$ cat config.mk
export PLATFORM = sky130hd
export DESIGN_NAME = minute_hour
export DESIGN_NICKNAME = d
export VERILOG_FILES = /design/src/rtl/minute_hour_pkg.sv /design/src/rtl/minute_hour_counter.sv /design/src/rtl/minute_hour.sv
export SDC_FILE = /design/constraint.sdc
export NUM_CORES = 1
export LEC_CHECK = 0
export ABC_AREA = 1
export BUFFER_PORTS_ARGS = -buffer_cell sky130_fd_sc_hd__buf_2
export CORE_UTILIZATION = 46
export CTS_BUF_LIST = sky130_fd_sc_hd__clkbuf_4
export DETAILED_ROUTE_END_ITERATION = 10
export GPL_TIMING_DRIVEN = 0
export PLACE_DENSITY = 0.81
export RECOVER_POWER = 25
export SYNTH_ARGS = -nofsm -noshare
export SYNTH_HDL_FRONTEND = slang
export SYNTH_SLANG_ARGS = --single-unit
$ cat constraint.sdc
create_clock -name clk -period 1.5 [get_ports clk]
set_input_delay 0.225 -clock clk [delete_from_list [all_inputs] [get_ports clk]]
set_output_delay 0.225 -clock clk [all_outputs]
set_load 0.01 [all_outputs]
$ cat src/rtl/minute_hour_pkg.sv
// Shared clock constants for the seconds/minutes/hours chain.
// Field limits and widths are kept here so every stage agrees on them.
package minute_hour_pkg;

    localparam int SEC_MAX  = 59;
    localparam int MIN_MAX  = 59;
    localparam int HOUR_MAX = 23;
    localparam int MIN_W    = 6;
    localparam int HOUR_W   = 5;

    typedef enum logic {
        SEL_MIN  = 1'b0,
        SEL_HOUR = 1'b1
    } load_sel_e;

endpackage

$ cat src/rtl/minute_hour_counter.sv
// Modulo-(MAX+1) counter with synchronous clear, load and increment.
// wrap flags an increment taken while at MAX, so stages can be chained.
module mod_counter #(
    parameter int MAX = 59,
    parameter int W   = 6
) (
    input  logic         clk,
    input  logic         clear,
    input  logic         inc,
    input  logic         load,
    input  logic [W-1:0] data,
    output logic [W-1:0] count,
    output logic         wrap
);

    localparam logic [W-1:0] MAX_V = W'(MAX);

    // Initialised so power-up matches the seconds stage without a reset pulse.
    logic [W-1:0] count_r = '0;

    always_ff @(posedge clk) begin
        if (clear) begin
            count_r <= '0;
        end else if (load) begin
            count_r <= data;
        end else if (inc) begin
            count_r <= (count_r == MAX_V) ? '0 : count_r + W'(1);
        end
    end

    assign count = count_r;
    assign wrap  = inc & (count_r == MAX_V);

endmodule

$ cat src/rtl/minute_hour.sv
// Minute/hour stage of the clock: counts on the seconds carry, accepts
// per-field loads, and presents either a 24-hour or 12-hour+pm view.
module minute_hour
    import minute_hour_pkg::*;
#(
    parameter int H24 = 1
) (
    input  logic        clk,
    input  logic        clear,
    input  logic        tick,
    input  logic [5:0]  sec,
    input  logic        load,
    input  logic        load_sel,
    input  logic [5:0]  data,
    input  logic        enable,
    output logic [5:0]  min,
    output logic [4:0]  hour,
    output logic        pm,
    output logic        day_carry,
    output logic [11:0] databus
);

    logic              cin;
    logic              cnt_en;
    logic              min_ok;
    logic              hour_ok;
    logic              min_load;
    logic              hour_load;
    logic              min_wrap;
    logic              hour_wrap;
    logic [MIN_W-1:0]  min_r;
    logic [HOUR_W-1:0] hour_r;
    logic              day_carry_r = 1'b0;
    logic [4:0]        hour_disp;
    logic              pm_disp;

    // Any load request, valid or not, swallows this cycle's count advance.
    assign cin       = tick & (sec == 6'(SEC_MAX));
    assign cnt_en    = cin & ~load;
    assign min_ok    = (data <= 6'(MIN_MAX));
    assign hour_ok   = (data <= 6'(HOUR_MAX));
    assign min_load  = load & (load_sel == SEL_MIN)  & min_ok;
    assign hour_load = load & (load_sel == SEL_HOUR) & hour_ok;

    mod_counter #(.MAX(MIN_MAX), .W(MIN_W)) u_min (
        .clk   (clk),
        .clear (clear),
        .inc   (cnt_en),
        .load  (min_load),
        .data  (data),
        .count (min_r),
        .wrap  (min_wrap)
    );

    mod_counter #(.MAX(HOUR_MAX), .W(HOUR_W)) u_hour (
        .clk   (clk),
        .clear (clear),
        .inc   (min_wrap),
        .load  (hour_load),
        .data  (data[4:0]),
        .count (hour_r),
        .wrap  (hour_wrap)
    );

    always_ff @(posedge clk) begin
        if (clear) begin
            day_carry_r <= 1'b0;
        end else begin
            day_carry_r <= hour_wrap;
        end
    end

    // 12-hour view: midnight and noon both read 12, afternoon folds down by 12.
    always_comb begin
        hour_disp = hour_r;
        pm_disp   = 1'b0;
        if (H24 == 0) begin
            pm_disp = (hour_r >= 5'd12);
            if (hour_r == 5'd0) begin
                hour_disp = 5'd12;
            end else if (hour_r > 5'd12) begin
                hour_disp = hour_r - 5'd12;
            end
        end
    end

    assign min       = min_r;
    assign hour      = hour_disp;
    assign pm        = pm_disp;
    assign day_carry = day_carry_r;
    assign databus   = {pm_disp, hour_disp, min_r} & {12{enable}};

endmodule

---- Yosys cells after proc, flatten, opt, wreduce, memory -nomap -nowiden ----
Index checks and enable logic that the tools add are counted.
W data, S select, Z words.
cells by class
  add/subtract/negate cells ............... 2
  multiplexer cells ....................... 6
  $mul .................................... 0
  divide/modulo/power cells ............... 0
  equality and inequality tests ........... 3
  shifts and indexed selects .............. 0
  bitwise operators ....................... 11
  $lt $le $gt $ge ......................... 2
  reduce and logical (&&, ||, !) cells .... 2
operators by type and width
  cell                   count
  $mux W6                3
  $mux W5                3
  $and A11 B12 Y12       1
  $eq A6 B6 Y1 const B   2
  $and A1 B1 Y1          8
  $add A6 B1 Y6 const B  1
  $le A6 B5 Y1 const B   1
  $le A6 B6 Y1 const B   1
  $add A5 B1 Y5 const B  1
  $eq A5 B5 Y1 const B   1
  $reduce_bool A2 Y1     2
  $not A1 Y1             2
storage, ports and cells
  latch bits .............................. 0
  memories kept ........................... 0
  output and inout port bits .............. 25
  memory bits (writable) .................. 0
  input port bits ......................... 18
  bits in read-only memories .............. 0
  word-level logic and storage cells ...... 29
  register bits ........................... 12

---- Logic depth before layout (Yosys ltp) ----
Gate-level depths: netlist (run 1).
  depth after elaboration ................. 6
  gate-level depth with buffers ........... 9
  depth with buffers taken out ............ 9

---- Modules after synthesis ----
Synthesis (run 1) repeated with hierarchy kept, for this count alone.
unflattened totals
  cells, all modules ...................... 145
  area, all modules ....................... 914.6 um^2
modules (own cells, without submodules)
  module                 area an instance (um^2)  times used  cells each
  mod_counter at u_min   406.6                    1           55
  mod_counter at u_hour  294.0                    1           42
  minute_hour            214.0                    1           48

---- Worst setup path before layout (run 1) ----
Ideal clock, no wire load.
  path kind ............................... reg-to-reg
  start ................................... reg u_min.count_r[0], in the netlist u_min.count[0]
  end ..................................... reg u_min.count_r[4], in the netlist u_min.count[4]
  data arrival time ....................... 1.169 ns
  data required time ...................... 1.368 ns
  path buffers ............................ 0
  cell stages (with the launch flop) ...... 9
  setup slack ............................. 0.199 ns
  cells stage by stage .................... dfxtp_1 -> ha_1 -> nand2_1 -> nor2_4 -> inv_1 -> nand3_1 -> nor2_1 -> nor2_1 -> nor2_1
on the way
  cells in the longest elaborated chain, start to end .. 4
  elaborated cells between the ends (all ways) .. 5
  those cells by class .................... 1 x add/sub; 1 x eq/ne; 3 x mux
ends and longest elaborated chain
  item                                                  RTL line                   RTL
  start, declared                                       minute_hour_counter.sv:19  logic [W-1:0] count_r = '0;
  start signal, assigned                                minute_hour_counter.sv:25  count_r <= data;
  start signal, assigned                                minute_hour_counter.sv:27  count_r <= (count_r == MAX_V) ? '0 : count_r + W'(1);
  $add A6 B1 Y6 / $eq A6 B6 Y1 (equally long branches)  minute_hour_counter.sv:27
  $mux W6 (*)                                           minute_hour_counter.sv:27
  $mux W6 (*)                                           minute_hour_counter.sv:26  end else if (inc) begin
  $mux W6 (*)                                           minute_hour_counter.sv:24  end else if (load) begin
Every way passes the cells marked *; elsewhere a longest branch is shown, timed or not. The select of a mux whose other input is x is not followed.
A chain may end at the register's enable or synchronous reset.

---- Worst setup path after layout (run 1) ----
  start ................................... reg u_min.count_r[1], in the netlist u_min.count[1]
  end ..................................... reg u_min.count_r[5], in the netlist u_min.count[5]
The elaborated chain is that of the path after synthesis.

==> impl_metrics.toml, run 1 <==
[outcome]
status = "finished, final reports clean"

[floorplan]
die_y_um = 49.3
fp.dieW_um = 49.3
die-area_mm2 = 0.00243
core_mm2 = 0.00204
core.rowCount = 16
start_util_pct = 50.4
ios = 43

[critical_path]
critPathTopFamily = "simple AND/OR/NAND/NOR gates"
cpMostUsedCell = "nor2_1"
critPathLaunchType = "flop"
cp_slowest_cell = "dfxtp_1"
path_cells = "ha_1 > nand2_1 > nor2_4 > inv_1 > nand3_1 > nor2_1 > nor2_1 > nor2_1"
end_kind = "flop"
reg2reg_slack_ps = 150
worst-path-buf-inv = 1
arrival_ps = 1490
critPathMaxStageDelay_ps = 400
crit_type = "reg -> reg"
critPathMaxFanout = 5
worstPathRequired_ps = 1640

[synthesis]
synthAdderAreaFrac_pct = 2.43
netlist.top_cell.by_area = "dfxtp_1"
synth_mux_area_share_pct = 0
ys_seq_elements = 12
synth_xor_area_share_pct = 0.851
synth_cell_type_count = 28
syn_inst = 170
synthSimpleGateAreaFrac_pct = 50.5
ys_warn_count = 0
synth_compound_area_share_pct = 8.26
seq_area_frac_synth_pct = 23.3
synth_top_family_by_area = "simple AND/OR/NAND/NOR gates"
syn_avg_cell_area_um2 = 6.06
netlist_area_mm2 = 0.00103
synth.area.top_cells = "dfxtp_1 (23%), nand2_1 (19%), nand3_1 (9.2%)"
synth_top_area_share_pct = 23.3

[drt]
drc_errors = 0
wl_um = 2570
viasPerCell = 4.85
wire_per_inst_um = 10.7
vias = 1164
drtPass1Iterations = 4
ant_nets = 0
drt_iter0_markers = 30

[placed_design]
gp_congestion = 0.862
place_ws_ps = 131
place_area_mm2 = 0.00126
port_buffers = 39
dp.final_hpwl_um = 2060

[global_routing]
grt.total_usage_pct = 23.1
grt_pass1_vias = 1040
antenna_found_initial = 0
grt-ovfl-total = 0
grt_start_max_net_pins = 11
grt_pass1_wl_um = 4380

[sta]
fin_crit_sh_pct = 90.1
hold_viol = 0
fin_crit_ps = 1350
slew_headroom_pct = 63.2
tightest_slew_ps = 552
finalSetupTns_ps = 0
fin_worst_skew_ps = 12.9
final_max_slew_viol_count = 0
rsz0062_at_grt = "false"
fin_ws_ps = 149
hold_slack_ps = 281
fmax_ghz = 0.740
setup_viol = 0

[cts]
path_clk_slew_ps = 80
clockRootBuffer = "clkbuf_4"
postCtsResizedCells = 0
cts_tree = "built"
clkSinkCount = 12
post-cts-setup-buffer-count = 0
htreeDepth = 1
cts_buffers = 3
clockBufferDepth = 2
cts-hold-fix-buffers = 0
clk_latency_ps = 280

[finish]
drive_gt1_share_pct = 31.9
area_growth_pct = 24.7
final_nets = 235
fin_area_mm2 = 0.00128
n_antenna_cell = 0

[run]
maxCapViolCount = 0

[power]
peakVddDrop_mv = 0.626
powerDensity_mw_per_mm2 = 560
design_power_total_uw = 719
power.leakage_nw = 0.737

[worst_hold_path]
hold_path_class = "in -> reg"
## kinds of logic (layout without fill, tap and decap cells)
group | Yosys count | in the layout
XOR/XNOR | 1 | 1
buffers and inverters | 33 | 75
AO/OA/AOI/OAI | 12 | 12
other | 1 | 2
flip-flops | 12 | 12
AND/OR/NAND/NOR | 109 | 109
adder cells (fa/ha/maj) | 2 | 2
## synth_stat cells, drive strengths merged
| cell type | n |
|---|---|
| a21oi | 5 |
| buf | 5 |
| clkbuf | 1 |
| conb | 1 |
| dfxtp | 12 |
| ha | 2 |
| inv | 27 |
| nand2 | 56 |
| nand3 | 21 |
| nand4 | 5 |
| nor2 | 24 |
| nor3 | 1 |
| nor4 | 1 |
| o21ai | 6 |
| o21bai | 1 |
| or2 | 1 |
| xor2 | 1 |
## worst reg2reg max path, delay by kind of cell, from the launching register on
family,cells,cell delay (ps)
DFF,1,400
adders and majority gates,1,210
and+or+nand+nor,6,530
buffers and inverters,1,70
## per-stage QoR
stage	util, %	cells
final	62.9	240
after global routing	62.9	240
after CTS	62.9	240
after detailed placement	61.8	237
after global placement	61.8	237
after floorplan	-	171
## power breakdown
group          internal, mW  total (mW)  switching (mW)
logic                0.0699       0.173           0.103
clock network        0.0931       0.197           0.104
registers             0.331       0.349          0.0179
## final cells by class
class | count | area (um^2)
fillers | 213 | 758
multi-input cells | 126 | 647
flip-flops and latches | 12 | 244
repair buffers | 39 | 190
inverters | 27 | 101
plain buffers | 6 | 45.0
well taps | 27 | 33.8
clock buffers | 3 | 22.5
## registers in the layout, summed over array words and instances (netlist names)
name	flops
day_carry	1
u_hour.count	5
u_min.count	6
## cell usage in the layout (no fill, tap or decap)
cell type / count
dfxtp_1: 9
nor2_1: 19
inv_1: 25
o21ai_2: 1
buf_2: 35
nor2_4: 2
clkbuf_4: 3
nand2_2: 3
buf_6: 2
nand3_2: 2
o21bai_1: 1
nand4_2: 1
nor3_2: 1
nor2_2: 3
buf_4: 2
xor2_1: 1
nor4_1: 1
nand2_1: 51
ha_1: 2
or2_2: 1
inv_2: 2
a21oi_2: 5
o21ai_1: 3
o21ai_0: 2
nand3_1: 19
nand2_4: 2
clkbuf_1: 5
conb_1: 2
buf_1: 1
nand4_1: 4
dfxtp_2: 3
## worst paths after layout
path	from	to	cells past startpoint
hold reg to reg	u_hour.count[4]	u_hour.count[4]	2
setup / recovery	u_min.count[1]	u_min.count[5]	8
hold / removal	data[0]	u_min.count[0]	5
setup reg to reg	u_min.count[1]	u_min.count[5]	8
## metal layers
metal  wire [um]  share of wire [%]  global-route usage [%]  vias up
li1            -                  -                       -      615
met1        1110                 43                    27.5      521
met2        1330                 52                    41.3       26
met3         116                4.5                    5.61        2
met4          12               0.47                    4.41        0
met5           0                  0                       0        -
Note: power is estimated with default switching activity, not from simulation.
==> inputs of run 2 (changes only) <==
--- a/config.mk
+++ b/config.mk
@@ -13,6 +13,7 @@
 export GPL_TIMING_DRIVEN = 0
 export PLACE_DENSITY = 0.81
 export RECOVER_POWER = 25
+export REMOVE_ABC_BUFFERS = 1
 export SYNTH_ARGS = -nofsm -noshare
 export SYNTH_HDL_FRONTEND = slang
 export SYNTH_SLANG_ARGS = --single-unit
==> impl_metrics.toml, run 2 (synthesized netlist as in run 1, its figures left out) <==
[outcome]
status = "finished, final reports clean"

[placed_design]
gp_congestion = 0.818
place_ws_ps = 73.4
place_area_mm2 = 0.00122
port_buffers = 40
dp.final_hpwl_um = 1910

[floorplan]
die_y_um = 49.3
ios = 43
die-area_mm2 = 0.00243
start_util_pct = 50.4
core.rowCount = 16
core_mm2 = 0.00204
fp.dieW_um = 49.3

[cts]
clk_latency_ps = 270
path_clk_slew_ps = 80
cts_tree = "built"
cts-hold-fix-buffers = 0
cts_buffers = 3
clockRootBuffer = "clkbuf_4"
post-cts-setup-buffer-count = 0
clockBufferDepth = 2
clkSinkCount = 12
htreeDepth = 1

[drt]
ant_nets = 0
drc_errors = 0
viasPerCell = 4.97
drt_iter0_markers = 18
wire_per_inst_um = 10.3
wl_um = 2420
vias = 1168
drtPass1Iterations = 5

[sta]
rsz0062_at_grt = "false"
setup_viol = 0
final_max_slew_viol_count = 0
fin_crit_ps = 1320
fin_ws_ps = 177
fin_crit_sh_pct = 88.2
fin_worst_skew_ps = 7.08
finalSetupTns_ps = 0
hold_viol = 0
fmax_ghz = 0.756

[critical_path]
critPathLaunchType = "flop"
arrival_ps = 1500
critPathLaunch = "u_min.count[1]"
critPathMaxFanout = 6
worstPathRequired_ps = 1670
end_kind = "flop"
crit_type = "reg -> reg"
r2r-start = "u_min.count[1]"

[global_routing]
grt_start_max_net_pins = 13
grt.total_usage_pct = 21.5
grt-ovfl-total = 0
antenna_found_initial = 0
grt_pass1_vias = 1022
grt_pass1_wl_um = 4110

[worst_hold_path]
hold_path_class = "in -> reg"
min_from = "clear"

[run]
maxCapViolCount = 0

[finish]
area_growth_pct = 21.1
fin_area_mm2 = 0.00125
largest_reg_flops = 6
drive_gt1_share_pct = 32.7
final_cell_mix = "nand2_1 (51), buf_2 (38), inv_1 (25), nand3_1 (19), nor2_1 (19)"
n_antenna_cell = 0
final_nets = 230
layout_commonest_cell = "nand2_1"

[power]
powerDensity_mw_per_mm2 = 573
power.leakage_nw = 0.724
peakVddDrop_mv = 0.401
-- run 2: cell types whose count changed in the layout (fill, tap and decap cells not counted) --
cell | before | now
buf_1 | 1 | 0
buf_2 | 35 | 38
buf_4 | 2 | 0
buf_6 | 2 | 0
clkbuf_1 | 5 | 2
dfxtp_1 | 9 | 8
dfxtp_2 | 3 | 4
-- run 2: per-layer routing --
layer	GRT usage (%)	vias to the layer above	wire length [um]
li1	-	604	-
met1	26.1	526	1130
met2	35.6	33	1170
met3	2.49	5	92
met4	13.7	0	35
met5	0	-	0
-- run 2: worst paths after layout --
| path | endpoint | slack, ps | cells past startpoint |
|---|---|---|---|
| setup / recovery | u_hour.count[1] | 180 | 8 |
| hold reg to reg | day_carry | 550 | 1 |
| setup reg to reg | u_hour.count[1] | 180 | 8 |
| hold / removal | u_hour.count[0] | 250 | 2 |
-- run 2: power breakdown --
group | internal, mW | total (mW) | switching [mW]
Sequential | 0.331 | 0.351 | 0.0197
Combinational | 0.0622 | 0.160 | 0.0974
Clock | 0.0929 | 0.204 | 0.111
-- run 2: timing repair --
item / in CTS / in global routing
hold endpoints to repair: 0 / 0
resized for setup: 0 / 4
endpoints found under the setup margin: 0 / 6
-- run 2: critical path, cell delays in order, from the launching register on --
cell,delay [ps]
dfxtp_1,390
ha_1,210
nand2_1,100
nor2_4,160
nand2_4,90
nand2_4,100
inv_2,50
nor2_1,80
nor2_1,50
-- run 2: area by class of cell --
class	count	area, um^2
clock buffer	3	22.5
multi-input combinational	126	647
tap	27	33.8
sequential	12	245
fill	211	795
inverter	27	101
timing repair buffer	40	198
-- run 2: metrics by stage --
stage	std cells	power [mW]	hold slack (ps)	util, %
global route	235	0.758	258	61.1
detailed placement	232	0.516	540	59.9
CTS	235	0.717	252	61.0
floorplan	165	0.443	287	-
global placement	232	0.510	530	59.9
finish	235	0.715	249	61.1
==> inputs of run 3 (changes only) <==
--- a/config.mk
+++ b/config.mk
@@ -11,8 +11,8 @@
 export CTS_BUF_LIST = sky130_fd_sc_hd__clkbuf_4
 export DETAILED_ROUTE_END_ITERATION = 10
 export GPL_TIMING_DRIVEN = 0
-export PLACE_DENSITY = 0.81
-export RECOVER_POWER = 25
+export PLACE_DENSITY = 0.77
+export RECOVER_POWER = 100
 export REMOVE_ABC_BUFFERS = 1
 export SYNTH_ARGS = -nofsm -noshare
 export SYNTH_HDL_FRONTEND = slang
==> impl_metrics.toml, run 3 (synthesized netlist as in run 1, its figures left out) <==
[outcome]
status = "finished, final reports clean"

[critical_path]
cp_slowest_cell = "dfxtp_1"
worstPathRequired_ps = 1680
end_kind = "flop"
critPathMaxStageDelay_ps = 420
crit_type = "reg -> reg"
critPathTopFamily = "simple AND/OR/NAND/NOR gates"
critPathLaunchType = "flop"
worst-path-buf-inv = 1
path_cells = "ha_1 > nand2_1 > nor2_4 > nand2_4 > nand2_4 > inv_2 > nor2_1 > nor2_1"
critPathMaxFanout = 6
arrival_ps = 1560

[finish]
final_cell_mix = "nand2_1 (51), inv_1 (25), clkbuf_1 (21), nand3_1 (20)"
largest_reg_flops = 6
final_nets = 230
drive_gt1_share_pct = 21.1
n_antenna_cell = 0
area_growth_pct = 18.0
fin_util_pct = 59.5
layout_commonest_cell = "nand2_1"

[placed_design]
port_buffers = 40
gp_congestion = 0.824
dp.final_hpwl_um = 1980

[cts]
postCtsResizedCells = 0
cts_tree = "built"
post-cts-setup-buffer-count = 0
clkSinkCount = 12
htreeDepth = 1
clockBufferDepth = 2
clk_latency_ps = 280
path_clk_slew_ps = 90
cts-hold-fix-buffers = 0
clockRootBuffer = "clkbuf_4"
cts_buffers = 3

[global_routing]
grt.total_usage_pct = 22.9
antenna_found_initial = 0
grt-ovfl-total = 0
grt_pass1_vias = 1082
grt_start_max_net_pins = 13
grt_pass1_wl_um = 4330

[sta]
fin_crit_ps = 1380
fmax_ghz = 0.724
fin_crit_sh_pct = 92.1
rsz0062_at_grt = "false"
finalSetupTns_ps = 0
fin_worst_skew_ps = 3.93
hold_viol = 0
hold_slack_ps = 227
tightest_slew_ps = 515
final_max_slew_viol_count = 0
setup_viol = 0
slew_headroom_pct = 65.7

[power]
seqPwrFrac_pct = 48.4
p_int_uw = 485
comb_power_share_pct = 21.2
p_sw_uw = 240
clockPowerShare_pct = 30.4
power_switching_share_pct = 33.1
power.leakage_nw = 0.643
peakVddDrop_mv = 0.409
powerDensity_mw_per_mm2 = 597

[drt]
wire_per_inst_um = 10.6
met1_length_um = 1140
highest_layer = "met4"
wl_met3_um = 98
vias = 1184
wl_um = 2500
met2WireLength_um = 1200
drtPass1Iterations = 4
drt_iter0_markers = 12
viasPerCell = 5.02
drc_errors = 0
ant_nets = 0

[floorplan]
fp.dieW_um = 49.3
ios = 43
die_y_um = 49.3
die-area_mm2 = 0.00243
core_mm2 = 0.00204
start_util_pct = 50.4
core.rowCount = 16

[run]
maxCapViolCount = 0

[worst_hold_path]
hold_path_class = "in -> reg"
run 3: changes by cell type in the layout (fill, tap and decap cells not counted), moves of 3 or more:
| cell | delta |
|---|---|
| dfxtp_1 | +3 |
| buf_2 | -19 |
| dfxtp_2 | -3 |
| clkbuf_1 | +19 |
run 3: layout make-up:
cell class | instances | area, um^2
Clock buffer | 3 | 22.5
Timing Repair Buffer | 40 | 174
Clock inverter | 1 | 3.75
Sequential cell | 12 | 241
Inverter | 27 | 101
Tap cell | 27 | 33.8
Multi-Input combinational cell | 126 | 638
Fill cell | 245 | 827
run 3: metrics by stage:
stage	setup slack (ps)	instances	area, um^2	power, mW
floorplan	207	165	988	0.443
global placement	71.7	232	1220	0.511
detailed placement	41.2	232	1220	0.518
CTS	117	236	1250	0.732
global route	4.54	236	1210	0.772
finish	119	236	1210	0.725
run 3: metal layers:
metal	global-route usage (%)	vias to the layer above
li1	-	609
met1	25.4	532
met2	42.0	34
met3	3.43	9
met4	10.3	0
met5	0	-
run 3: path summary, 6_finish.rpt:
path | from | endpoint | slack [ps] | depth (start not counted)
setup / recovery | u_min.count[1] | u_hour.count[2] | 120 | 8
setup reg to reg | u_min.count[1] | u_hour.count[2] | 120 | 8
hold reg to reg | u_hour.count[4] | u_hour.count[4] | 550 | 2
hold / removal | clear | u_hour.count[4] | 230 | 2
run 3: power by group through the flow:
stage               clock network (mW)  logic [mW]  registers, mW
finish                           0.220       0.154          0.351
global route                     0.244       0.175          0.353
CTS                              0.221       0.161          0.350
detailed placement                   0       0.160          0.357
global placement                     0       0.155          0.356
floorplan                            0      0.0841          0.359
